**src/rtl/aclk_keypad_scanner.sv**
```systemverilog
// 4x3 keypad scanner: rotates one-hot row drive, debounces press/release, emits digit 0-9 or NOKEY.
// Latency: press is seen 2 sync cycles plus DEBOUNCE_CNT+1 scan ticks after its row is driven; there is no backpressure.
module aclk_keypad_scanner #(
  parameter int SCAN_DIV     = 1000,
  parameter int DEBOUNCE_CNT = 20,
  parameter int NOKEY        = 10
) (
  input  logic       clk,
  input  logic       reset,
  input  logic [2:0] col,
  output logic [3:0] row,
  output logic [3:0] key,
  output logic       key_strobe
);
  localparam int PW = (SCAN_DIV > 1) ? $clog2(SCAN_DIV) : 1;
  localparam int CW = (DEBOUNCE_CNT > 1) ? $clog2(DEBOUNCE_CNT) : 1;
  localparam logic [PW-1:0] PRESC_MAX  = PW'(SCAN_DIV - 1);
  localparam logic [CW-1:0] CNT_LAST   = CW'(DEBOUNCE_CNT - 1);
  localparam logic [3:0]    NOKEY_CODE = 4'(NOKEY);

  typedef enum logic [1:0] {SCAN, DEBOUNCE, PRESSED, RELEASE} state_t;

  state_t        state;
  logic [2:0]    col_meta;
  logic [2:0]    col_s;
  logic [2:0]    col_lat;
  logic [PW-1:0] presc;
  logic [CW-1:0] cnt;
  logic [1:0]    row_idx;
  logic          tick;
  logic          valid;
  logic [1:0]    col_idx;
  logic          col_one;
  logic [3:0]    code;

  assign tick = (presc == PRESC_MAX);

  // Multi-column patterns decode as invalid, which rejects ghosted presses.
  always_comb begin
    col_idx = 2'd0;
    col_one = 1'b1;
    case (col_s)
      3'b001:  col_idx = 2'd0;
      3'b010:  col_idx = 2'd1;
      3'b100:  col_idx = 2'd2;
      default: col_one = 1'b0;
    endcase
  end

  always_comb begin
    code  = NOKEY_CODE;
    valid = 1'b0;
    if (col_one) begin
      if (row_idx != 2'd3) begin
        code  = ({2'b00, row_idx} * 4'd3) + {2'b00, col_idx} + 4'd1;
        valid = 1'b1;
      end else if (col_idx == 2'd1) begin
        code  = 4'd0;
        valid = 1'b1;
      end
    end
  end

  always_ff @(posedge clk) begin
    if (reset) begin
      state      <= SCAN;
      row        <= 4'b0001;
      row_idx    <= 2'd0;
      key        <= NOKEY_CODE;
      key_strobe <= 1'b0;
      presc      <= '0;
      cnt        <= '0;
      col_meta   <= 3'b000;
      col_s      <= 3'b000;
      col_lat    <= 3'b000;
    end else begin
      col_meta   <= col;
      col_s      <= col_meta;
      presc      <= tick ? '0 : presc + PW'(1);
      key_strobe <= 1'b0;
      if (tick) begin
        case (state)
          SCAN: begin
            if (valid) begin
              col_lat <= col_s;
              cnt     <= '0;
              state   <= DEBOUNCE;
            end else begin
              row     <= {row[2:0], row[3]};
              row_idx <= row_idx + 2'd1;
            end
          end
          DEBOUNCE: begin
            if (col_s == col_lat) begin
              if (cnt == CNT_LAST) begin
                key        <= code;
                key_strobe <= 1'b1;
                state      <= PRESSED;
              end else begin
                cnt <= cnt + CW'(1);
              end
            end else begin
              row     <= {row[2:0], row[3]};
              row_idx <= row_idx + 2'd1;
              state   <= SCAN;
            end
          end
          PRESSED: begin
            if (col_s == 3'b000) begin
              cnt   <= '0;
              state <= RELEASE;
            end
          end
          RELEASE: begin
            if (col_s == 3'b000) begin
              if (cnt == CNT_LAST) begin
                key     <= NOKEY_CODE;
                row     <= {row[2:0], row[3]};
                row_idx <= row_idx + 2'd1;
                state   <= SCAN;
              end else begin
                cnt <= cnt + CW'(1);
              end
            end else begin
              cnt   <= '0;
              state <= PRESSED;
            end
          end
          default: state <= SCAN;
        endcase
      end
    end
  end
endmodule

```
**config.mk**
```make
export PLATFORM = sky130hd
export DESIGN_NAME = aclk_keypad_scanner
export DESIGN_NICKNAME = d
export VERILOG_FILES = /design/src/rtl/aclk_keypad_scanner.sv
export SDC_FILE = /design/constraint.sdc
export NUM_CORES = 1
export LEC_CHECK = 0
export CAP_MARGIN = 20
export CORE_ASPECT_RATIO = 1.75
export CORE_MARGIN = 10
export CORE_UTILIZATION = 30
export CTS_CLUSTER_DIAMETER = 200
export DETAILED_ROUTE_END_ITERATION = 7
export PLACE_DENSITY = 0.5
export SLEW_MARGIN = 15
export SYNTH_ARGS = -nofsm -noshare
export SYNTH_HDL_FRONTEND = slang
export SYNTH_SLANG_ARGS = --single-unit
```
**constraint.sdc**
```tcl
create_clock -name clk -period 2.72 [get_ports clk]
set_input_delay 0.68 -clock clk [delete_from_list [all_inputs] [get_ports clk]]
set_output_delay 0.68 -clock clk [all_outputs]
set_load 0.01 [all_outputs]
```
Yosys cells after proc, flatten, opt, wreduce, memory -nomap -nowiden --
Cells that the tools add are included.
Word-level totals: register bits 37, input bits 5
Operators by class: bitwise gates (word level) 3, equal/unequal tests 21, multipliers 1, $add $sub $neg 5, reductions and logical operators 12, mux-type cells 37
Operators with widths (number):
- 4-bit two-way mux | 11
- 5-bit two-way mux | 5
- 2-bit two-way mux | 10
- 5-bit case mux with 4 select lines | 1
- 2-bit inequality test, second input constant | 9
- 4-bit case mux with 3 select lines | 1
- 6-bit AND reduction | 2
- 10-bit by 1-bit adder with 10-bit output, second input constant | 1
- 10-bit == test, second input constant | 1
- 2-bit case mux with 4 select lines | 1
- 4-bit case mux with 2 select lines | 1
- 3-bit inequality test, second input constant | 2
- 2-bit case mux with 3 select lines | 1
- 5-bit by 1-bit adder with 5-bit output, second input constant | 1
- 5-bit == test, second input constant | 1
- 1-bit two-way mux | 5
- 5-bit AND reduction | 1
- 4-bit by 1-bit adder with 4-bit output, second input constant | 1
- 4-bit by 2-bit adder with 4-bit output | 1
- 2-bit by 1-bit == test with 1-bit output, second input constant | 2
- 2-bit == test, second input constant | 2
- 2-bit by 2-bit multiplier with 4-bit output, second input constant | 1
- 2-bit case mux with 2 select lines | 1
- 4-bit AND reduction | 1
- 14 further kinds | 16

Depth between registers and ports, before layout --
Gate-level depths: netlist (run 1).
depth in word-level cells 9, depth in mapped cells 10

Worst setup path before layout (run 1) --
No wires, ideal clock.
path kind register to register, from register col_s[2], to register key[3], path slack 0.308 ns, path buffers 1, stages on the path, launching flop included 11, required time 2.576 ns, data arrival time 2.269 ns, cells stage by stage dfxtp_1 buf_2 or3b_2 fa_1 inv_1 ha_1 a21o_1 a21oi_1 nor2_1 nor2_1 a21oi_1
Between the ends: word-level cells in the longest chain between the ends 9, elaborated cells between the ends (all ways) 20, those cells by class add/sub (2); eq/ne (7); mux (8); reduce/logical (3)
RTL lines:
- start, declared | RTL line 25 | logic [2:0] col_s;
- start signal, assigned | RTL line 78 | col_s <= col_meta;
- 3-bit == test / 3-bit by 2-bit == test with 1-bit output (equally long branches) | RTL line 42 | case (col_s)
- 2-bit case mux with 2 select lines | RTL line 42
- 4-bit by 2-bit adder with 4-bit output / 2-bit by 1-bit == test with 1-bit output (equally long branches) | RTL line 55, 57
- 4-bit by 1-bit adder with 4-bit output / 4-bit two-way mux (equally long branches) | RTL line 55, 57
- 4-bit two-way mux | RTL line 54 | if (row_idx != 2'd3) begin
- 4-bit two-way mux | RTL line 53 | if (col_one) begin
- 4-bit two-way mux | RTL line 95 | if (cnt == CNT_LAST) begin
- 4-bit two-way mux | RTL line 94 | if (col_s == col_lat) begin
- 4-bit case mux with 2 select lines | RTL line 82 | case (state)
- end signal, assigned | RTL line 96 | key <= code;
- end, declared | RTL line 12 | output logic [3:0] key,
Several ways; a longest one is shown, not always the timed one. The select of a mux whose other input is x is not followed. A chain may end at the register's enable or synchronous reset.

Final worst setup path (run 1) --
from register row_idx[0], to register cnt[4]
Between the ends: word-level cells in the longest chain between the ends 5
RTL lines:
- start, declared | RTL line 29 | logic [1:0] row_idx;
- start signal, assigned | RTL line 90 | row_idx <= row_idx + 2'd1;
- start signal, assigned | RTL line 104 | row_idx <= row_idx + 2'd1;
- start signal, assigned | RTL line 119 | row_idx <= row_idx + 2'd1;
- 2-bit inequality test | RTL line 54
- 1-bit two-way mux | RTL line 54
- 1-bit two-way mux | RTL line 53
- 2-bit inequality test (no line)
- 4-bit AND reduction (no line)
- end signal, assigned | RTL line 100 | cnt <= cnt + CW'(1);
- end signal, assigned | RTL line 122 | cnt <= cnt + CW'(1);
- end, declared | RTL line 28 | logic [CW-1:0] cnt;
No other way between the ends.

==> metrics.txt, run 1 <==
maximum vdd drop=260 uV; Pleak=0.828 nW; Startpoint Class=flop; power share of the sequential group=0.498; Post-Route Setup TNS=0 ps; Post-synth EDFFs=0; max_cap viols=0; first-pass GRT wire length=7070 um; via/cell ratio=4.93; Pins Over Slew Limit=0; Slew headroom=0.493; Cells after Synth=202; FP Rows=37; layout cell share with drive strength beyond 1=0.0864; Int Power=871 uW; FFs w/ async S/R, synth=0; RD Place Congestion=0.781; DRT iter0 DRCs=48; largest net degree at the start of global routing=18; status=finished clean; vias in the first global route=1504; DRT Wirelength=3970 um; final net count=232; Setup Skew=7.38 ps; Final Non-Filler Cells=298; Initial Util=0.308; Post-CTS Setup Repair Bufs=0; Tot GR Track Use=0.0908; syn_area_per_cell=8.97 sq um; RSZ-0062 raised after global routing=no; drt pass-1 iters=4; number of port buffers=13; initial antenna violation count=0; Mapped Area=0.00181 sq mm; Die Wd=78.7 um; CTS resizes=0; crit path kind=reg2reg; root buffer cell=clkbuf_8; die area=0.00967 sq mm; FMAX=424 MHz; Fin. Hold Viols=0; Switch Pwr=239 uW; Placeable Area=0.00588 sq mm; DRC=0; pwr/cell area=513 mW/mm^2; worst min path class=reg2reg; clk slew on worst S/H paths=80 ps; placed cells=290; Tmin final=2360 ps; Sw Share=0.215; Ys Warns=0; Yosys cell types=46; H-tree levels=2; Layout area overhead=19.4%; CTS Buf Count=5; gr ovfl total=0; top_reg_cell synth=dfxtp_1; clock tree sinks=37; CTS tree=done; Worst-Margin Slew=757 ps; Setup violations, final=0; Clock Path Buffers=2; vias post-DR=1468; CP max FO=11; CP Capture Type=flop; clk_lat worst skew=290 ps; Comb power frac=0.048; final worst-path cycle share=0.867; Post-DP HPWL=2960 um; post-synthesis sequential area ratio=0.409; CP Data Arrival Time=2590 ps; I/O pins=14; clock group share of total power=0.454; Routed Antenna Nets=0; antenna cell count=0; syn_nets=215; hold bufs inserted after CTS=0; DR WL/cell=13.3 um; flops & latches, synth=37; Chip Height=123 um; WP data required=2950 ps
==> flip-flops by register name (all words and copies together), names as in the netlist <==
register and cells:
col_meta 3, state 2, row 4, key_strobe 1, cnt 5, presc 10, row_idx 2, col_s 3
key 4, col_lat 3
==> critical path, cell delays in order (launching register included) <==
cell	delay [ps]
dfxtp_1	340
ha_1	280
or3b_1	370
a211o_1	300
a31o_1	360
or4_1	510
a21oi_1	140
==> power groups by stage <==
stage	Sequential, mW	Combinational (mW)	Clock, mW
finish	0.553	0.0536	0.503
global route	0.554	0.0607	0.545
CTS	0.553	0.0545	0.521
detailed placement	0.566	0.0543	0
global placement	0.565	0.0535	0
floorplan	0.565	0.0371	0
==> path summary, 6_finish.rpt <==
kind / start / end / slack (ps) / cells after the start
setup / recovery: row_idx[0] / cnt[4] / 360 / 6
hold / removal: col_meta[0] / col_s[0] / 440 / 1
setup reg to reg: row_idx[0] / cnt[4] / 360 / 6
hold reg to reg: col_meta[0] / col_s[0] / 440 / 1
==> cell usage after synthesis (all sizes together), types with 4 or more instances <==
| cell type | instances | area (sq um) |
|---|---|---|
| dfxtp | 37 | 741 |
| nor2 | 30 | 113 |
| nand2 | 12 | 45.0 |
| xnor2 | 9 | 78.8 |
| inv | 8 | 30.0 |
| a21oi | 7 | 35.0 |
| mux2i | 7 | 70.1 |
| buf | 6 | 33.8 |
| ha | 6 | 75.1 |
| nor2b | 6 | 37.5 |
| o21ai | 6 | 30.0 |
| o31ai | 6 | 45.0 |
| nor3 | 5 | 25.0 |
| xor2 | 5 | 43.8 |
| and3 | 4 | 25.0 |
| clkbuf | 4 | 15.0 |
| nand3 | 4 | 20.0 |
| nand4 | 4 | 25.0 |
| o311ai | 4 | 35.0 |
==> through the flow <==
stage | hold slack (ps) | power [mW] | util | setup slack (ps) | area (sq um)
4_1_cts | 442 | 1.13 | 0.368 | 357 | 2160
2_1_floorplan | 413 | 0.602 | - | 308 | 1810
6_report | 439 | 1.11 | 0.368 | 362 | 2160
3_5_place_dp | 423 | 0.620 | 0.348 | 383 | 2040
3_3_place_gp | 419 | 0.619 | 0.348 | 388 | 2040
5_1_grt | 457 | 1.16 | 0.368 | 193 | 2160
==> cell type report <==
type / instances / area (sq um)
Tap cell: 78 / 97.6
Clock inverter: 2 / 37.5
Fill cell: 624 / 3720
Timing Repair Buffer: 20 / 183
Clock buffer: 6 / 82.6
Inverter: 8 / 30.0
Multi-Input combinational cell: 147 / 992
Sequential cell: 37 / 741
==> cells in the final DEF, fill, tap and decap left out, types with 4 or more instances in the layout <==
master	instances
and3_1	4
mux2i_1	7
clkdlybuf4s50_1	13
a21oi_1	7
nand4_1	4
nand2_1	12
o21ai_0	6
o311ai_0	4
xor2_1	5
nor3_1	5
nand3_1	4
nor2b_1	6
clkbuf_8	6
buf_4	7
inv_1	8
dfxtp_1	37
ha_1	6
xnor2_1	9
nor2_1	30
o31ai_1	6
==> per-layer routing <==
layer  global-route usage  up-vias  part of all wire
met4               0.0541        0             0.025
met5                    0        -                 0
met2                0.163       14              0.54
met3               0.0190        7             0.024
met1               0.0945      696              0.41
li1                     -      751                 -
==> cell families (layout without fill, tap and decap cells) <==
group / Yosys count / after routing / synth area share
and+or+nand+nor: 85 / 85 / 0.253
DFF: 37 / 37 / 0.409
AOI/OAI and AO/OA: 33 / 33 / 0.125
buffers and inverters: 18 / 36 / 0.0435
xor gates and xnor gates: 14 / 14 / 0.0677
adders and majority gates: 8 / 8 / 0.0635
muxes: 7 / 7 / 0.0387
(Power assumes the default switching activity.)
==> run 2: changes to the inputs <==
PLACE_DENSITY = 0.51   (was 0.5)
clock period = 2.1 ns   (was 2.72 ns; I/O delays follow)
==> run 2 against run 1 <==
Compared with the run above:
- the run now ends with setup timing left
- clock power grew 11%
- flip-flop and latch count is the same
- worst setup slack lost 420 ps
- non-clock buffer count grew 16
- die area is the same
- cell area grew 8.3%
- largest cell class unchanged
- highest routed layer unchanged
==> metrics.txt, run 2 (synthesized netlist as in run 1, its figures left out) <==
Clock Path Buffers=2 (unchanged); Post-DP HPWL=3110 um (+5.0%); CTS tree=done; clock tree sinks=37 (unchanged); Top Registers=presc: 10 flops, cnt: 5 flops; max_cap viols=0 (unchanged); Die Wd=78.7 um (unchanged); Tot GR Track Use=0.0912 (+0.000447); layout cell share with drive strength beyond 1=0.212 (+0.126); Startpoint Class=flop; RD Place Congestion=0.768 (-1.6%); max reg flops=10 (unchanged); DRC=0 (unchanged); PnR worst setup slack=-54.0 ps (-416 ps); final net count=248 (+6.9%); Worst-Margin Slew=839 ps (+81.8 ps); vias in the first global route=1586 (+5.5%); worst min path class=reg2reg; Post-Route Utilization=0.398 (+0.0304); DRT Wirelength=4090 um (+3.1%); Tmin final=2150 ps (-204 ps); maximum vdd drop=298 uV (+15%); min-delay src=col_meta[2]; I/O pins=14 (unchanged); fill cell total of the finished layout=619 (-0.80%); Worst Setup SP=col_s[0]; Pleak=0.902 nW (+8.9%); drt pass-1 iters=4 (unchanged); Chip Height=123 um (unchanged); Layout area overhead=29.3%; most frequent cells in the layout=32 x dfxtp_1, 30 x nor2_1, 22 x buf_4, 13 x clkdlybuf4s50_1, 12 x nand2_1; die area=0.00967 sq mm (unchanged); WP data required=2280 ps (-670 ps); Initial Util=0.308 (unchanged); CP Capture Type=flop; DRT iter0 DRCs=98 (+100%); via/cell ratio=4.92 (about the same); pre-CTS setup slack=-56.4 ps (-439 ps); area of the multi-input gates=0.00105 sq mm (+5.9%); Routed Antenna Nets=0 (unchanged); CTS Buf Count=5 (unchanged); failing checks=setup timing; gr ovfl total=0 (unchanged); pwr/cell area=579 mW/mm^2 (+13%); clk_lat worst skew=290 ps (about the same); Fin. Hold Viols=0 (unchanged); crit path kind=reg2reg; vias post-DR=1546 (+5.3%); Setup Skew=8.66 ps (+1.29 ps); first-pass GRT wire length=7090 um (+0.40%); RSZ-0062 raised after global routing=yes; FMAX=464 MHz (+9.5%); Reg2Reg Launch Point=col_s[0]; initial antenna violation count=0 (unchanged); Placeable Area=0.00588 sq mm (unchanged); CP Data Arrival Time=2340 ps (-250 ps); placed cells=304 (+4.8%); largest net degree at the start of global routing=22 (+4); DR WL/cell=13.0 um (-2.2%); Pins Over Slew Limit=0 (unchanged); clk slew on worst S/H paths=80 ps (about the same); Final Non-Filler Cells=314 (+5.4%); H-tree levels=2 (unchanged); Largest Register=presc; FP Rows=37 (unchanged); commonest non-fill, non-tap cell in the layout=dfxtp_1; status=complete, but fails checks; Slew headroom=0.438 (-0.0548); root buffer cell=clkbuf_8; register area=747 sq um (+0.84%); final worst-path cycle share=1.03 (+0.159); number of port buffers=13 (unchanged); antenna cell count=0 (unchanged); Setup violations, final=3 (+3); CP max FO=2 (-9); hold bufs inserted after CTS=0 (unchanged)
## run 2: cell count changes in the layout (fill, tap and decap cells not counted), sizes merged
cell	delta
clkinvlp	-1
clkinv	+1
clkbuf	+1
buf	+16
bufinv	-1
## run 2: report_power, final
group          switching [mW]  internal [mW]
clock network           0.260          0.297
logic                  0.0433         0.0389
registers             0.00462          0.712
## run 2: cell type report
cell class              count  area share
repair buffers             36       0.135
multi-input cells         147       0.449
clock inverters             1     0.00214
inverters                   8      0.0128
well taps                  78      0.0417
flip-flops and latches     37       0.319
clock buffers               7      0.0411
## run 2: critical path, stage by stage, from the launching register on
cell,delay [ps]
dfxtp_2,320
or3b_4,400
fa_1,490
buf_4,150
fa_2,510
nor2_1,40
nor2_1,80
a21oi_1,60
## run 2: final timing paths
path	end	slack, ps	cells after the start
worst min register to register	col_s[2]	440	1
worst max register to register	key[1]	-50	7
worst max-delay path	key[1]	-50	7
worst min-delay path	col_s[2]	440	1
## run 2: through the flow
stage	cell area, sq um	setup TNS, ps	power, mW	hold slack [ps]
floorplan	1830	-136	0.782	413
global placement	2170	-241	0.812	423
detailed placement	2170	-239	0.812	425
CTS	2290	-10.3	1.37	441
global route	2340	-583	1.42	459
finish	2340	-92.2	1.36	436
## run 2: repair_timing
action,4_1_cts,5_1_grt
endpoints found under the setup margin,6,15
resized for setup,4,15
buffers inserted,1,1
pin swaps,2,8
gates cloned,0,0
## run 2: routing by layer
metal	share of wire	vias up	track usage	wire length, um
li1	-	782	-	-
met1	0.39	736	0.0851	1610
met2	0.54	17	0.173	2220
met3	0.028	11	0.0256	116
met4	0.035	0	0.0507	143
met5	0	-	0	0
==> run 3: changes to the inputs <==
CORE_ASPECT_RATIO = 1.4   (was 1.75)
GPL_TIMING_DRIVEN = 1   (was not set)
==> run 3 against run 2 <==
Compared with the run above:
- the run still ends with setup timing left
- largest cell class unchanged
- worst hold slack worse by 1.6 ps
- sequential power about the same
- critical path depth up 2
- global-route usage down 0.97 points
- cell area down 1.5%
- clock skew up 3.6 ps
- wire length down 5.9%
- sequential share of layout area up 0.39 points
- clock power down 13%
- via count down 3.4%
==> metrics.txt, run 3 (synthesized netlist as in run 1, its figures left out) <==
status=complete, but fails checks; failing checks=setup timing; root buffer cell=clkbuf_8; Post-CTS Setup Repair Bufs=0 (-1); Reg2Reg Launch Point=col_s[2]; CP max FO=2 (unchanged); WP data required=2270 ps (about the same); crit path cell chain=or3b_4 > fa_1 > inv_1 > ha_1 > a21o_1 > a21oi_1 > nor2_1 > nor2_1 > a21oi_1; reg2reg path depth=9 (+2); reg-to-reg critical path endpoint=key[3]; Clock Path Buffers=2 (unchanged); Worst Setup SP=col_s[2]; die area=0.00959 sq mm (-0.81%); largest net degree at the start of global routing=19 (-14%); clk_lat worst skew=290 ps (about the same); Initial Util=0.309 (+0.000855); Post-DP HPWL=2920 um (-6.1%); CP max-delay cell=fa_1; FMAX=468 MHz (+0.91%); Chip Height=112 um (-8.8%); Post-Layout Inst Area=0.00231 sq mm (-1.5%); layout cell share with drive strength beyond 1=0.196 (-0.0161); clock tree sinks=37 (unchanged); CP Data Arrival Time=2310 ps (-30 ps); Hold Path Stages=1 (unchanged); first-pass GRT wire length=6510 um (-8.3%); Hold Path Sink=col_s[2]; CP Capture Type=flop; max reg flops=10 (unchanged); Worst-Margin Slew=565 ps (-274 ps); Largest Register=presc; Tot GR Track Use=0.0815 (-0.00970); pwr/cell area=555 mW/mm^2 (-4.0%); via/cell ratio=4.90 (-0.58%); Tmin final=2130 ps (-19.3 ps); DRT iter0 DRCs=95 (-3.1%); vias post-DR=1493 (-3.4%); gr ovfl total=0 (unchanged); Top Registers=presc: 10 flops, cnt: 5 flops; Post-DP Area=0.00216 sq mm (-0.12%); Routed Antenna Nets=0 (unchanged); commonest non-fill, non-tap cell in the layout=dfxtp_1; flop2flop setup slack=-30 ps (+20 ps); Int Power=984 uW (-6.1%); Placeable Area=0.00586 sq mm (-0.28%); Slew headroom=0.622 (+0.184); antenna cell count=0 (unchanged); Worst path max stage delay=500 ps (about the same); most frequent cells in the layout=34 x dfxtp_1, 29 x nor2_1, 21 x buf_4, 13 x clkdlybuf4s50_1, 12 x nand2_1; Layout area overhead=27.3%; Overall Power=1.28 mW (-5.5%); H-tree levels=2 (unchanged); final net count=247 (-0.40%); drt pass-1 iters=4 (unchanged); DR WL/cell=12.6 um (-3.1%); Comb power frac=0.061 (about the same); clock group share of total power=0.379 (-0.032); worst min path class=reg2reg; Sw Share=0.232 (+0.00468); DRC=0 (unchanged); initial antenna violation count=0 (unchanged); Setup Skew=12.3 ps (+3.61 ps); Die Wd=85.7 um (+8.8%); Pleak=0.894 nW (-0.85%); DRT Wirelength=3850 um (-5.9%); final worst-path cycle share=1.02 (-0.00921); maximum vdd drop=234 uV (-21%); RSZ-0062 raised after global routing=yes; crit path kind=reg2reg; Startpoint Class=flop; power share of the sequential group=0.560 (+0.031); CTS Buf Count=5 (unchanged); RD Place Congestion=0.800 (+4.2%); FP Rows=33 (-11%); Pins Over Slew Limit=0 (unchanged); Fin. Hold Viols=0 (unchanged); I/O pins=14 (unchanged); number of port buffers=13 (unchanged); vias in the first global route=1447 (-8.8%); Switch Pwr=297 uW (-3.6%); max_cap viols=0 (unchanged); CTS tree=done; clk slew on worst S/H paths=70 ps (about the same); PnR worst setup slack=-34.6 ps (+19.3 ps); Setup violations, final=3 (unchanged); min-delay src=col_meta[2]
run 3: cell types whose count changed in the layout (fill, tap and decap cells not counted), sizes merged:
cell,change
buf,-1
clkinv,-1
clkinvlp,+1
run 3: power groups by stage:
stage / clock network, mW / logic (mW) / registers, mW
after global placement: 0 / 0.0765 / 0.733
after global routing: 0.534 / 0.0875 / 0.718
after detailed placement: 0 / 0.0772 / 0.733
final: 0.486 / 0.0781 / 0.717
after floorplan: 0 / 0.0505 / 0.732
after CTS: 0.512 / 0.0784 / 0.717
run 3: what timing repair did:
action	4_1_cts	5_1_grt
setup endpoints to repair	4	17
pin swaps	2	4
gates resized for setup	3	13
gates cloned	0	0
hold buffers	0	0
run 3: layout make-up:
class / instances / area [sq um]
Fill cell: 621 / 3560
Multi-Input combinational cell: 147 / 1050
Sequential cell: 37 / 744
Timing Repair Buffer: 35 / 308
Tap cell: 70 / 87.6
Clock buffer: 7 / 76.3
Inverter: 8 / 30.0
Clock inverter: 1 / 7.51
run 3: worst max-delay path by stage:
stage	endpoint	slack [ps]	cells after the start
floorplan	key[3]	-140	10
global placement	key[3]	-50	9
detailed placement	key[3]	-60	9
CTS	key[3]	-40	9
global route	key[1]	-140	7
finish	key[3]	-30	9
run 3: layer usage:
metal / up-vias / part of all wire / GRT usage
met4: 0 / 0.022 / 0.0396
li1: 775 / - / -
met5: - / 0 / 0
met3: 7 / 0.042 / 0.0219
met1: 688 / 0.45 / 0.0882
met2: 23 / 0.49 / 0.141
run 3: worst max-delay path: cells and delay by family (launching register included):
family                     cells  cell delay, ps
AOI/OAI and AO/OA              3             340
adders and majority gates      2             770
buffers and inverters          1              50
DFF                            1             350
and+or+nand+nor                3             520
run 3: through the flow:
step           instances  utilization  hold slack (ps)  setup TNS [ps]  worst slack, ps
2_1_floorplan        202            -              413            -136             -136
3_5_place_dp         297        0.369              423            -221            -58.0
4_1_cts              305        0.386              439            -114            -44.6
6_report             305        0.393              435           -59.6            -34.6
5_1_grt              305        0.393              448            -525             -143
3_3_place_gp         297        0.369              420            -133            -45.9
